## src/rtl/pcpi_pkg.sv

```systemverilog
// Shared types and defaults for the PCPI initiator slice.
package pcpi_pkg;

  localparam int unsigned DEFAULT_PCPI_TIMEOUT = 16;
  localparam int unsigned PCPI_XLEN            = 32;

  typedef enum logic [1:0] {
    IDLE,
    REQ,
    RESP
  } pcpi_state_e;

  // Response held for the core: write-enable, trap flag, result word.
  typedef struct packed {
    logic                 wr;
    logic                 trap;
    logic [PCPI_XLEN-1:0] rd;
  } pcpi_rsp_t;

endpackage

```

## src/rtl/pcpi_timeout_ctr.sv

```systemverilog
// Counts idle request cycles; expired flags the last allowed idle cycle.
module pcpi_timeout_ctr
  import pcpi_pkg::*;
#(
  parameter int unsigned TIMEOUT_CYCLES = DEFAULT_PCPI_TIMEOUT
) (
  input  logic clk,
  input  logic reset,
  input  logic clr,
  input  logic en,
  output logic expired
);

  localparam int unsigned   CW   = (TIMEOUT_CYCLES > 1) ? $clog2(TIMEOUT_CYCLES) : 1;
  localparam logic [CW-1:0] LAST = CW'(TIMEOUT_CYCLES - 1);

  logic [CW-1:0] count;

  // Clear has priority; otherwise advance once per enabled cycle.
  always_ff @(posedge clk) begin
    if (reset || clr) begin
      count <= '0;
    end else if (en) begin
      count <= count + CW'(1);
    end
  end

  assign expired = (count == LAST);

endmodule

```

## src/rtl/pcpi_initiator.sv

```systemverilog
// Core-side PCPI issuer: captures a command, drives the coprocessor request,
// and returns either the responder result or a trap over a valid/ready channel.
module pcpi_initiator
  import pcpi_pkg::*;
#(
  parameter int unsigned TIMEOUT_CYCLES = DEFAULT_PCPI_TIMEOUT,
  parameter int unsigned XLEN           = PCPI_XLEN
) (
  input  logic            clk,
  input  logic            reset,
  input  logic            cmd_valid,
  output logic            cmd_ready,
  input  logic [31:0]     cmd_insn,
  input  logic [XLEN-1:0] cmd_rs1,
  input  logic [XLEN-1:0] cmd_rs2,
  input  logic            abort,
  output logic            pcpi_valid,
  output logic [31:0]     pcpi_insn,
  output logic [XLEN-1:0] pcpi_rs1,
  output logic [XLEN-1:0] pcpi_rs2,
  input  logic            pcpi_busy,
  input  logic            pcpi_ready,
  input  logic            pcpi_wr,
  input  logic [XLEN-1:0] pcpi_rd,
  output logic            rsp_valid,
  input  logic            rsp_ready,
  output logic            rsp_wr,
  output logic [XLEN-1:0] rsp_rd,
  output logic            rsp_trap
);

  pcpi_state_e state;
  pcpi_rsp_t   rsp_q;
  logic        expired;
  logic        ctr_clr;
  logic        ctr_en;

  // The counter only runs on REQ cycles where the responder is silent; any
  // claim, answer, abort or exit from REQ returns it to zero.
  assign ctr_en  = (state == REQ);
  assign ctr_clr = (state != REQ) || pcpi_busy || pcpi_ready || abort || expired;

  pcpi_timeout_ctr #(
    .TIMEOUT_CYCLES(TIMEOUT_CYCLES)
  ) u_timeout (
    .clk    (clk),
    .reset  (reset),
    .clr    (ctr_clr),
    .en     (ctr_en),
    .expired(expired)
  );

  // Request/response FSM with registered handshake outputs and capture registers.
  always_ff @(posedge clk) begin
    if (reset) begin
      state      <= IDLE;
      cmd_ready  <= 1'b1;
      pcpi_valid <= 1'b0;
      rsp_valid  <= 1'b0;
      pcpi_insn  <= '0;
      pcpi_rs1   <= '0;
      pcpi_rs2   <= '0;
      rsp_q      <= '0;
    end else if (abort) begin
      state      <= IDLE;
      cmd_ready  <= 1'b1;
      pcpi_valid <= 1'b0;
      rsp_valid  <= 1'b0;
      rsp_q      <= '0;
    end else begin
      case (state)
        IDLE: begin
          if (cmd_valid) begin
            pcpi_insn  <= cmd_insn;
            pcpi_rs1   <= cmd_rs1;
            pcpi_rs2   <= cmd_rs2;
            cmd_ready  <= 1'b0;
            pcpi_valid <= 1'b1;
            state      <= REQ;
          end
        end
        REQ: begin
          if (pcpi_ready) begin
            rsp_q.wr   <= pcpi_wr;
            rsp_q.trap <= 1'b0;
            rsp_q.rd   <= PCPI_XLEN'(pcpi_rd);
            pcpi_valid <= 1'b0;
            rsp_valid  <= 1'b1;
            state      <= RESP;
          end else if (!pcpi_busy && expired) begin
            rsp_q.wr   <= 1'b0;
            rsp_q.trap <= 1'b1;
            rsp_q.rd   <= '0;
            pcpi_valid <= 1'b0;
            rsp_valid  <= 1'b1;
            state      <= RESP;
          end
        end
        RESP: begin
          if (rsp_ready) begin
            rsp_valid <= 1'b0;
            cmd_ready <= 1'b1;
            state     <= IDLE;
          end
        end
        default: begin
          state      <= IDLE;
          cmd_ready  <= 1'b1;
          pcpi_valid <= 1'b0;
          rsp_valid  <= 1'b0;
        end
      endcase
    end
  end

  assign rsp_wr   = rsp_q.wr;
  assign rsp_trap = rsp_q.trap;
  assign rsp_rd   = XLEN'(rsp_q.rd);

endmodule
```

## config.mk

```make
export PLATFORM = sky130hd
export DESIGN_NAME = pcpi_initiator
export DESIGN_NICKNAME = d
export VERILOG_FILES = /design/src/rtl/pcpi_pkg.sv /design/src/rtl/pcpi_timeout_ctr.sv /design/src/rtl/pcpi_initiator.sv
export SDC_FILE = /design/constraint.sdc
export NUM_CORES = 1
export LEC_CHECK = 0
export CORE_MARGIN = 3
export CORE_UTILIZATION = 38
export CTS_BUF_LIST = sky130_fd_sc_hd__clkbuf_16
export CTS_CLUSTER_DIAMETER = 30
export DETAILED_ROUTE_END_ITERATION = 8
export PLACE_DENSITY = 0.88
export SYNTH_ARGS = -nofsm -noshare
export SYNTH_HDL_FRONTEND = slang
export SYNTH_SLANG_ARGS = --single-unit
```

## constraint.sdc

```tcl
create_clock -name clk -period 2 [get_ports clk]
set_input_delay 0.2 -clock clk [delete_from_list [all_inputs] [get_ports clk]]
set_output_delay 0.2 -clock clk [all_outputs]
set_load 0.005 [all_outputs]
```

==> implementation parameters, run 1 <==
Parameter                              Value

Outcome
  Status ... finished clean

Global routing
  Global-route total usage across every layer ... slightly below 20%
  Number of global-route vias before repair ... about 4400
  Wire length of the first global-routing pass ... 22200 um
  Antenna violations before repair ... 0
  Largest net degree at the start of global routing ... between 90 and 100
  Overall overflow remaining after global route ... 0

Worst hold path
  Type of the worst min-delay path ... primary input to flip-flop

Synthesis
  Syn Nets ... around 680
  Top-count cell post-synth ... nand2_1
  Number of storage elements in the synthesis netlist ... around 140
  Top cells by count, synth ... 194 x nand2_1, 139 x dfxtp_1, 98 x a21oi_1
  Synthesized instance count ... roughly 540
  Number of distinct library cells after synthesis ... 34
  Predominant post-synthesis flop cell ... dfxtp_1
  Number of synthesized flops with an enable pin ... 0
  Cell taking the most area after synthesis ... dfxtp_1
  Top area cells in the synthesized netlist ... dfxtp_1 58%, nand2_1 15%, a21oi_1 10%
  Post-synth top area share ... between 50% and 60%
  Syn_area_per_cell ... slightly below 9 um2
  Area of the mapped netlist ... approximately 4800 um2
  Proportion of synthesized chip area in sequential cells ... between 50 and 60%
  Number of warnings printed during yosys synthesis ... 0
  Async S/R FF share, synth ... 0%

Timing
  Total Negative Setup Slacks ... 0 ns
  Ratio of final minimum period to clock period ... between 80% and 90%
  Slack of the critical path ... roughly 0.30 ns
  Maximum achievable frequency ... about 600 MHz
  RSZ-0062 raised after global routing ... no
  Final setup violation count ... 0
  Fin Clk Skew ... between 0.006 and 0.007 ns
  Slew at the pin with the worst max-slew slack ... roughly 0.94 ns
  Count of pins over their slew limit ... 0
  Slew margin rel. ... between 30 and 40%
  Post-layout min period ... approximately 1.7 ns
  Number of endpoints with negative hold slack in the final report ... 0

CTS
  Sink Count ... ~140
  Number of buffers on the longest clock path ... 2
  Postcts setup bufs ... 0
  Count of hold buffers inserted by post-cts repair ... 0
  Clock latency of the later-clocked register in the worst-skew pair ... 0.41 ns
  Clock edge transition at the registers on the reported setup and hold paths ... 0.05 ns
  H-tree depth reported by CTS ... 4
  Resized Gates After CTS ... 0
  Total clock buffers created by CTS ... 17
  CTS tree ... done
  Root Buffer Master ... clkbuf_16

Setup path
  Crit path cell chain ... nand2b_1, o311a_1, buf_4, a22o_1
  Slowest stage cell on the critical path ... dfxtp_1
  Type of element launching the critical path ... flip-flop
  Count of buffer and inverter cells on the critical path ... 1
  WS Path Type ... flip-flop to flip-flop
  Worst-path maximum fanout ... 33
  Top Family by Delay on Critical Path ... compound AO/OA/AOI/OAI gates
  Critical path data arrival time ... between 1.5 and 2 ns
  CP Capture Type ... flip-flop
  Delay of the slowest critical-path stage ... 0.55 ns
  Critical path required time ... roughly 2.3 ns

Pwr
  Power Density ... just under 800 nW/um2
  P_leak ... 3.00 nW
  Overall power consumption ... roughly 6.4 mW
  Worst ir drop on vdd ... 487 uV

Placement
  Placed inst area ... 7590 um2
  Dpl ws ... roughly 0.11 ns
  Quantity of I/O buffers inserted on ports ... about 270
  Final RePlAce weighted congestion ... around 0.8
  Post-detailed-placement half-perimeter wirelength ... 9880 um

Drt
  Total vias in the final route ... 4677
  DRC marker count from the first detailed-route iteration ... 324
  # DRC ... 0
  Vias per cell ... 4.79
  Total wirelength of the detailed-routed design ... 14100 um
  Length of the first detailed-routing pass in iterations ... 4
  Wirelength per Cell ... roughly 14 um
  Number of antenna-violating nets in the routed design ... 0

Floorplan
  Die Ht ... roughly 120 um
  Number of ports placed on the die boundary ... around 270
  Die boundary width ... roughly 120 um
  Core ar. ... between 10000 and 15000 um2
  Initial Utilization ... approximately two fifths
  Cell row count ... 40
  DIE AREA ... ~14000 um2

Run
  Max-capacitance violation count ... 0

Finish
  Layout cell share with drive strength beyond 1 ... under 10%
  Number of nets in the layout ... 936
  Final cell area excluding filler cells ... between 8000 and 9000 um2
  Final-layout fill cell count ... between 900 and 1000
  Growth of design area from synthesis to finish ... 69.3%
  Number of inserted diodes ... 0
kinds of logic (layout without fill, tap and decap cells):
family / count (synthesis) / in the layout / share of synthesized area (%)
xor gates and xnor gates: 1 / 1 / 0.183
buffers and inverters: 41 / 308 / 4.48
and+or+nand+nor: 218 / 218 / 18.7
DFF: 139 / 139 / 58.3
adders and majority gates: 1 / 1 / 0.262
AOI/OAI and AO/OA: 142 / 142 / 18.1
path summary, 6_finish.rpt:
kind | startpoint | end | slack, ns | cells past startpoint
setup / recovery | state[0] | rsp_rd[20] | 0.30 | 4
hold / removal | reset | pcpi_insn[23] | 0.03 | 2
setup reg to reg | state[0] | rsp_rd[20] | 0.30 | 4
hold reg to reg | pcpi_rs2[21] | pcpi_rs2[21] | 0.45 | 2
state kept, by name (all words and copies together), names as in the netlist:
register / flops
pcpi_rs2: 32
rsp_rd: 32
cmd_ready: 1
state: 2
rsp_trap: 1
pcpi_valid: 1
pcpi_insn: 32
u_timeout.count: 4
rsp_wr: 1
pcpi_rs1: 32
rsp_valid: 1
placed cells by master, fill, tap and decap left out, types with 2 or more instances in the layout:
master / synthesis / routed
nor3_1: 2 / 2
nand3_1: 4 / 4
clkinv_1: 0 / 4
clkbuf_16: 0 / 17
buf_12: 0 / 4
dfxtp_1: 139 / 139
nor2_2: 1 / 2
clkdlybuf4s50_1: 0 / 267
nor2_1: 3 / 2
nand2b_1: 2 / 2
inv_1: 1 / 7
a22o_1: 33 / 33
nand2_1: 194 / 194
o21ai_0: 3 / 3
nor2b_1: 2 / 2
o211a_1: 2 / 2
buf_4: 0 / 7
a21oi_1: 98 / 98
report_power, final:
| group | internal, mW | leakage (nW) | switching [mW] |
|---|---|---|---|
| logic | 0.484 | 1.60 | 0.286 |
| registers | 2.88 | 1.13 | 0.0554 |
| clock network | 1.63 | 0.266 | 1.04 |
| total | 4.99 | 3.00 | 1.38 |
worst reg2reg max path, cell delays in order (launching register included):
cell	delay, ns
dfxtp_1	0.55
nand2b_1	0.20
o311a_1	0.32
buf_4	0.24
a22o_1	0.29
metal layers:
layer / global-route usage [%] / vias to the layer above / part of all wire, %
li1: - / 2326 / -
met1: 21.8 / 2120 / 39
met2: 33.7 / 201 / 50
met3: 7.30 / 30 / 7.9
met4: 8.94 / 0 / 2.6
met5: 0 / - / 0
cell type report:
cell class | instances | area, um2 | share of cell area [%]
timing repair buffer | 278 | 2810 | 34.7
multi-input combinational | 362 | 1780 | 22.1
tap | 168 | 210 | 2.60
sequential | 139 | 2780 | 34.4
clock buffer | 17 | 425 | 5.26
inverter | 1 | 3.75 | 0.0464
clock inverter | 12 | 72.6 | 0.898
per-stage QoR:
stage | hold WS, ns | util, % | std cells
floorplan | 0.326 | - | 542
global placement | 0.438 | 62.4 | 948
detailed placement | 0.445 | 62.4 | 948
CTS | 0.00444 | 66.5 | 977
global route | 0.0192 | 66.5 | 977
finish | 0.0308 | 66.5 | 977
No activity file was read; power rests on OpenSTA's default activity.
==> run 2: changes to the inputs <==
==> constraint.sdc (replaced) <==
create_clock -name clk -period 1.6 [get_ports clk]
set_input_delay 0.16 -clock clk [delete_from_list [all_inputs] [get_ports clk]]
set_output_delay 0.16 -clock clk [all_outputs]
set_load 0.005 [all_outputs]
==> run 2 against run 1 <==
Highest routed layer unchanged. Critical endpoint is now pcpi_rs1[22]. Non-clock buffer count rose by 19. Worst setup slack worse by 0.24 ns. Sequential share of layout area decreased by 0.83 points. Clock skew fell by 0.0025 ns. Final cell count rose by 2.3%. Die area is the same. Clock power grew 31%.
==> implementation parameters, run 2 (synthesis results as in run 1) <==
Parameter                              Value

Outcome
  Status ... finished clean

Timing
  Slew at the pin with the worst max-slew slack ... between 0.6 and 0.7 ns
  Slew margin rel. ... 59.9%
  RSZ-0062 raised after global routing ... no
  Final setup violation count ... 0
  Post-layout min period ... between 1.5 and 2 ns
  Number of endpoints with negative hold slack in the final report ... 0
  Count of pins over their slew limit ... 0
  Ratio of final minimum period to clock period ... between 90% and 100%
  Maximum achievable frequency ... 652 MHz
  Total Negative Setup Slacks ... 0 ns
  Fin Clk Skew ... 0.00409 ns

Setup path
  Worst-path maximum fanout ... 52
  Critical path required time ... roughly 1.9 ns
  Type of element launching the critical path ... flip-flop
  WS Path Type ... flip-flop to flip-flop
  Path depth of the worst reg2reg path ... 4
  Critical path data arrival time ... around 1.8 ns
  CP Capture Type ... flip-flop

Finish
  Final cell area excluding filler cells ... 8280 um2
  Highest-count cells in the layout ignoring fill and taps ... 267 x clkdlybuf4s50_1, 194 x nand2_1, 139 x dfxtp_1, 98 x a21oi_1, 33 x a22o_1
  Most common cell after layout, fill and taps aside ... clkdlybuf4s50_1
  Number of nets in the layout ... ~960
  Growth of design area from synthesis to finish ... 73.5%
  Final core utilization ... 68.1%
  Number of inserted diodes ... 0
  Layout cell share with drive strength beyond 1 ... 7.34%

Placement
  Placed inst area ... around 7700 um2
  Quantity of I/O buffers inserted on ports ... between 200 and 300
  Post-detailed-placement half-perimeter wirelength ... around 11000 um
  Final RePlAce weighted congestion ... 0.802

Drt
  Total vias in the final route ... 4782
  Number of antenna-violating nets in the routed design ... 0
  Length of the first detailed-routing pass in iterations ... 7
  Total wirelength of the detailed-routed design ... roughly 15000 um
  Wirelength per Cell ... 15.0 um
  Vias per cell ... ~4.8
  DRC marker count from the first detailed-route iteration ... roughly 260
  # DRC ... 0

Global routing
  Global-route total usage across every layer ... approximately a fifth
  Largest net degree at the start of global routing ... 59
  Overall overflow remaining after global route ... 0
  Wire length of the first global-routing pass ... approximately 23000 um
  Number of global-route vias before repair ... 4692
  Antenna violations before repair ... 0

CTS
  H-tree depth reported by CTS ... 4
  Clock latency of the later-clocked register in the worst-skew pair ... around 0.40 ns
  Root Buffer Master ... clkbuf_16
  Sink Count ... around 140
  Number of buffers on the longest clock path ... 2
  Clock edge transition at the registers on the reported setup and hold paths ... roughly 0.060 ns
  Total clock buffers created by CTS ... 17
  CTS tree ... done

Pwr
  Power Density ... between 900 and 1000 nW/um2
  P_leak ... about 3 nW
  Worst ir drop on vdd ... around 590 uV

Floorplan
  Die boundary width ... 118 um
  DIE AREA ... 13900 um2
  Core ar. ... between 10000 and 15000 um2
  Initial Utilization ... between 30 and 40%
  Die Ht ... around 120 um
  Cell row count ... 40
  Number of ports placed on the die boundary ... approximately 270

Worst hold path
  Type of the worst min-delay path ... primary input to flip-flop
  Hold path depth ... 3

Run
  Max-capacitance violation count ... 0
[run 2: critical path: stages, from the launching register on]
cell	delay, ns
dfxtp_1	0.38
or4b_4	0.60
buf_12	0.20
nand2_1	0.11
a21oi_1	0.07
[run 2: per-stage QoR]
step                setup WS [ns]  hold WS [ns]  total power, mW  std cells
global placement           -0.152         0.404             4.72        965
finish                     0.0667         0.301             8.16        999
floorplan                  0.0255         0.286             4.04        542
detailed placement         -0.228         0.408             4.74        965
CTS                        0.0316         0.275             8.25        998
global route               0.0150         0.287             8.49        999
[run 2: report_power, final]
part	leakage [nW]	internal (mW)	switching, mW
Sequential	1.13	3.59	0.0669
Combinational	1.70	0.638	0.376
Clock	0.252	2.10	1.40
Total	3.08	6.33	1.84
[run 2: what timing repair did]
action                                  CTS  global route
buffers inserted                          0             1
resized for setup                         1             0
endpoints found under the hold margin     4             0
pin swaps                                 0             2
hold buffers                              1             0
endpoints found under the setup margin    1            51
[run 2: metal layers]
metal	GRT usage (%)	up-vias	wire length, um
met3	6.97	30	1090
met1	23.2	2193	5890
met4	9.16	0	370
met5	0	-	0
li1	-	2369	-
met2	35.7	190	7650
[run 2: area by class of cell]
class	count	area (um2)
Clock buffer	17	425
Clock inverter	15	110
Fill cell	936	3880
Inverter	1	3.75
Multi-Input combinational cell	362	1780
Sequential cell	139	2780
Tap cell	168	210
Timing Repair Buffer	297	2970
[run 2: worst paths after layout]
path	start	endpoint	slack (ns)
setup reg to reg	state[1]	pcpi_rs1[22]	0.07
hold / removal	cmd_insn[6]	pcpi_insn[6]	0.30
hold reg to reg	pcpi_insn[26]	pcpi_insn[26]	0.45
setup / recovery	state[1]	pcpi_rs1[22]	0.07
==> run 3: changes to the inputs <==
--- a/config.mk
+++ b/config.mk
@@ -6,11 +6,12 @@
 export NUM_CORES = 1
 export LEC_CHECK = 0
 export CORE_MARGIN = 3
-export CORE_UTILIZATION = 38
+export CORE_UTILIZATION = 28
 export CTS_BUF_LIST = sky130_fd_sc_hd__clkbuf_16
 export CTS_CLUSTER_DIAMETER = 30
 export DETAILED_ROUTE_END_ITERATION = 8
-export PLACE_DENSITY = 0.88
+export PLACE_DENSITY = 0.7
+export RECOVER_POWER = 100
 export SYNTH_ARGS = -nofsm -noshare
 export SYNTH_HDL_FRONTEND = slang
 export SYNTH_SLANG_ARGS = --single-unit
==> run 3 against run 2 <==
Total power grew 7.6%. Register-to-register slack about the same. Flip-flop and latch count is the same. Critical endpoint is now rsp_rd[28].
==> implementation parameters, run 3 (synthesis results as in run 1) <==
Parameter                              Value

Drt
  DRC marker count from the first detailed-route iteration ... between 100 and 150
  Wirelength per Cell ... 14.1 um
  # DRC ... 0
  Vias per cell ... approximately 4.5
  Number of antenna-violating nets in the routed design ... 0
  Total vias in the final route ... around 4700
  Total wirelength of the detailed-routed design ... ~15000 um
  Length of the first detailed-routing pass in iterations ... 4

Outcome
  Status ... finished clean

Finish
  Number of inserted diodes ... 0
  Growth of design area from synthesis to finish ... 76.9%
  Highest-count cells in the layout ignoring fill and taps ... 194 x nand2_1, 184 x clkdlybuf4s50_1, 138 x dfxtp_1, 98 x a21oi_1, 83 x dlygate4sd3_1
  Most common cell after layout, fill and taps aside ... nand2_1
  Count of placed standard cells in the final layout, fillers left out ... approximately 1100
  Layout cell share with drive strength beyond 1 ... between 7 and 8%
  Number of nets in the layout ... approximately 960

Worst hold path
  Worst-case hold path end point ... pcpi_rs2[7]
  Source of the worst hold timing path ... reset
  Type of the worst min-delay path ... primary input to flip-flop
  Hold path depth ... 2

Placement
  Dpl ws ... -0.118 ns
  Final RePlAce weighted congestion ... ~0.74
  Total instance count after detailed placement ... around 1000
  Quantity of I/O buffers inserted on ports ... between 200 and 300
  Post-detailed-placement half-perimeter wirelength ... 10700 um

Timing
  Slack of the critical path ... slightly below 0.08 ns
  Fin Clk Skew ... 0.00490 ns
  RSZ-0062 raised after global routing ... yes
  Ratio of final minimum period to clock period ... a little over nine tenths
  Final setup violation count ... 0
  Total Negative Setup Slacks ... 0 ns
  Post-layout min period ... between 1.5 and 2 ns
  Slew at the pin with the worst max-slew slack ... 0.403 ns
  Worst hold-check slack ... ~0.071 ns
  Count of pins over their slew limit ... 0
  Slew margin rel. ... between 70% and 80%
  Number of endpoints with negative hold slack in the final report ... 0
  Maximum achievable frequency ... around 660 MHz

Setup path
  Count of buffer and inverter cells on the critical path ... 1
  Critical path required time ... approximately 1.9 ns
  Path depth of the worst reg2reg path ... 5
  Crit path cell chain ... ha_1, nand3_1, o311a_1, buf_12, a22o_1
  Critical path data arrival time ... roughly 1.8 ns
  WS Path Type ... flip-flop to flip-flop
  Slowest stage cell on the critical path ... dfxtp_1
  Reg-to-reg endpoint ... rsp_rd[28]
  Launch instance of the worst register-to-register path ... u_timeout.count[1]
  Register-to-register path setup slack ... around 0.077 ns
  Type of element launching the critical path ... flip-flop
  Top Family by Delay on Critical Path ... compound AO/OA/AOI/OAI gates
  CP Capture Type ... flip-flop
  Delay of the slowest critical-path stage ... around 0.34 ns
  Worst-path maximum fanout ... 33

Floorplan
  Core ar. ... about 17000 um2
  DIE AREA ... ~19000 um2
  Die boundary width ... 137 um
  Cell row count ... 47
  Initial Utilization ... 28.7%
  Number of ports placed on the die boundary ... roughly 270
  Die Ht ... 137 um

Global routing
  Number of global-route vias before repair ... around 4500
  Antenna violations before repair ... 0
  Global-route total usage across every layer ... roughly 15%
  Wire length of the first global-routing pass ... 22700 um
  Largest net degree at the start of global routing ... 90
  Overall overflow remaining after global route ... 0

Pwr
  Worst ir drop on vdd ... 719 uV
  Power Density ... ~1000 nW/um2
  P_leak ... 3.40 nW

CTS
  Total clock buffers created by CTS ... 17
  Clock edge transition at the registers on the reported setup and hold paths ... ~0.06 ns
  Root Buffer Master ... clkbuf_16
  Count of hold buffers inserted by post-cts repair ... 0
  Resized Gates After CTS ... 0
  H-tree depth reported by CTS ... 4
  Sink Count ... roughly 140
  Postcts setup bufs ... 0
  Number of buffers on the longest clock path ... 2
  Clock latency of the later-clocked register in the worst-skew pair ... just over 0.4 ns
  CTS tree ... done

Run
  Max-capacitance violation count ... 0
-- run 3: worst reg2reg max path, cell delays in order, from the launching register on --
cell and delay [ns]:
dfxtp_1 0.34, ha_1 0.19, nand3_1 0.12, o311a_1 0.34, buf_12 0.18, a22o_1 0.26
-- run 3: worst max path at each step --
stage / start / to / cells after the start
floorplan: state[1] / pcpi_rs1[0] / 7
detailed placement: abort / pcpi_rs1[1] / 7
global placement: abort / pcpi_rs1[13] / 7
CTS: u_timeout.count[0] / rsp_rd[28] / 5
global route: state[1] / pcpi_rs2[20] / 6
finish: u_timeout.count[1] / rsp_rd[28] / 5
-- run 3: metal layers --
metal	routed length, um	GRT usage (%)	share of wire (%)	up-vias
met1	6300	18.3	42	2126
li1	-	-	-	2378
met2	6760	24.6	45	193
met4	267	5.71	1.8	0
met5	0	0	0	-
met3	1550	6.65	10	19
-- run 3: final cells by class --
cell class | count | area (um2)
fill | 1555 | 8200
timing repair buffer | 299 | 2980
sequential | 139 | 2780
multi-input combinational | 362 | 1780
clock buffer | 17 | 425
tap | 220 | 275
clock inverter | 15 | 196
inverter | 1 | 3.75
-- run 3: through the flow --
stage | util [%] | area [um2] | power [mW]
2_1_floorplan | - | 4770 | 4.04
3_3_place_gp | 47.1 | 7830 | 4.76
3_5_place_dp | 47.1 | 7830 | 4.76
4_1_cts | 50.8 | 8450 | 8.96
5_1_grt | 50.8 | 8450 | 9.16
6_report | 50.8 | 8450 | 8.78
-- run 3: report_power, final --
| part | switching (mW) | internal, mW | total (mW) |
|---|---|---|---|
| clock | 1.53 | 2.61 | 4.14 |
| combinational | 0.378 | 0.615 | 0.993 |
| sequential | 0.0599 | 3.59 | 3.65 |
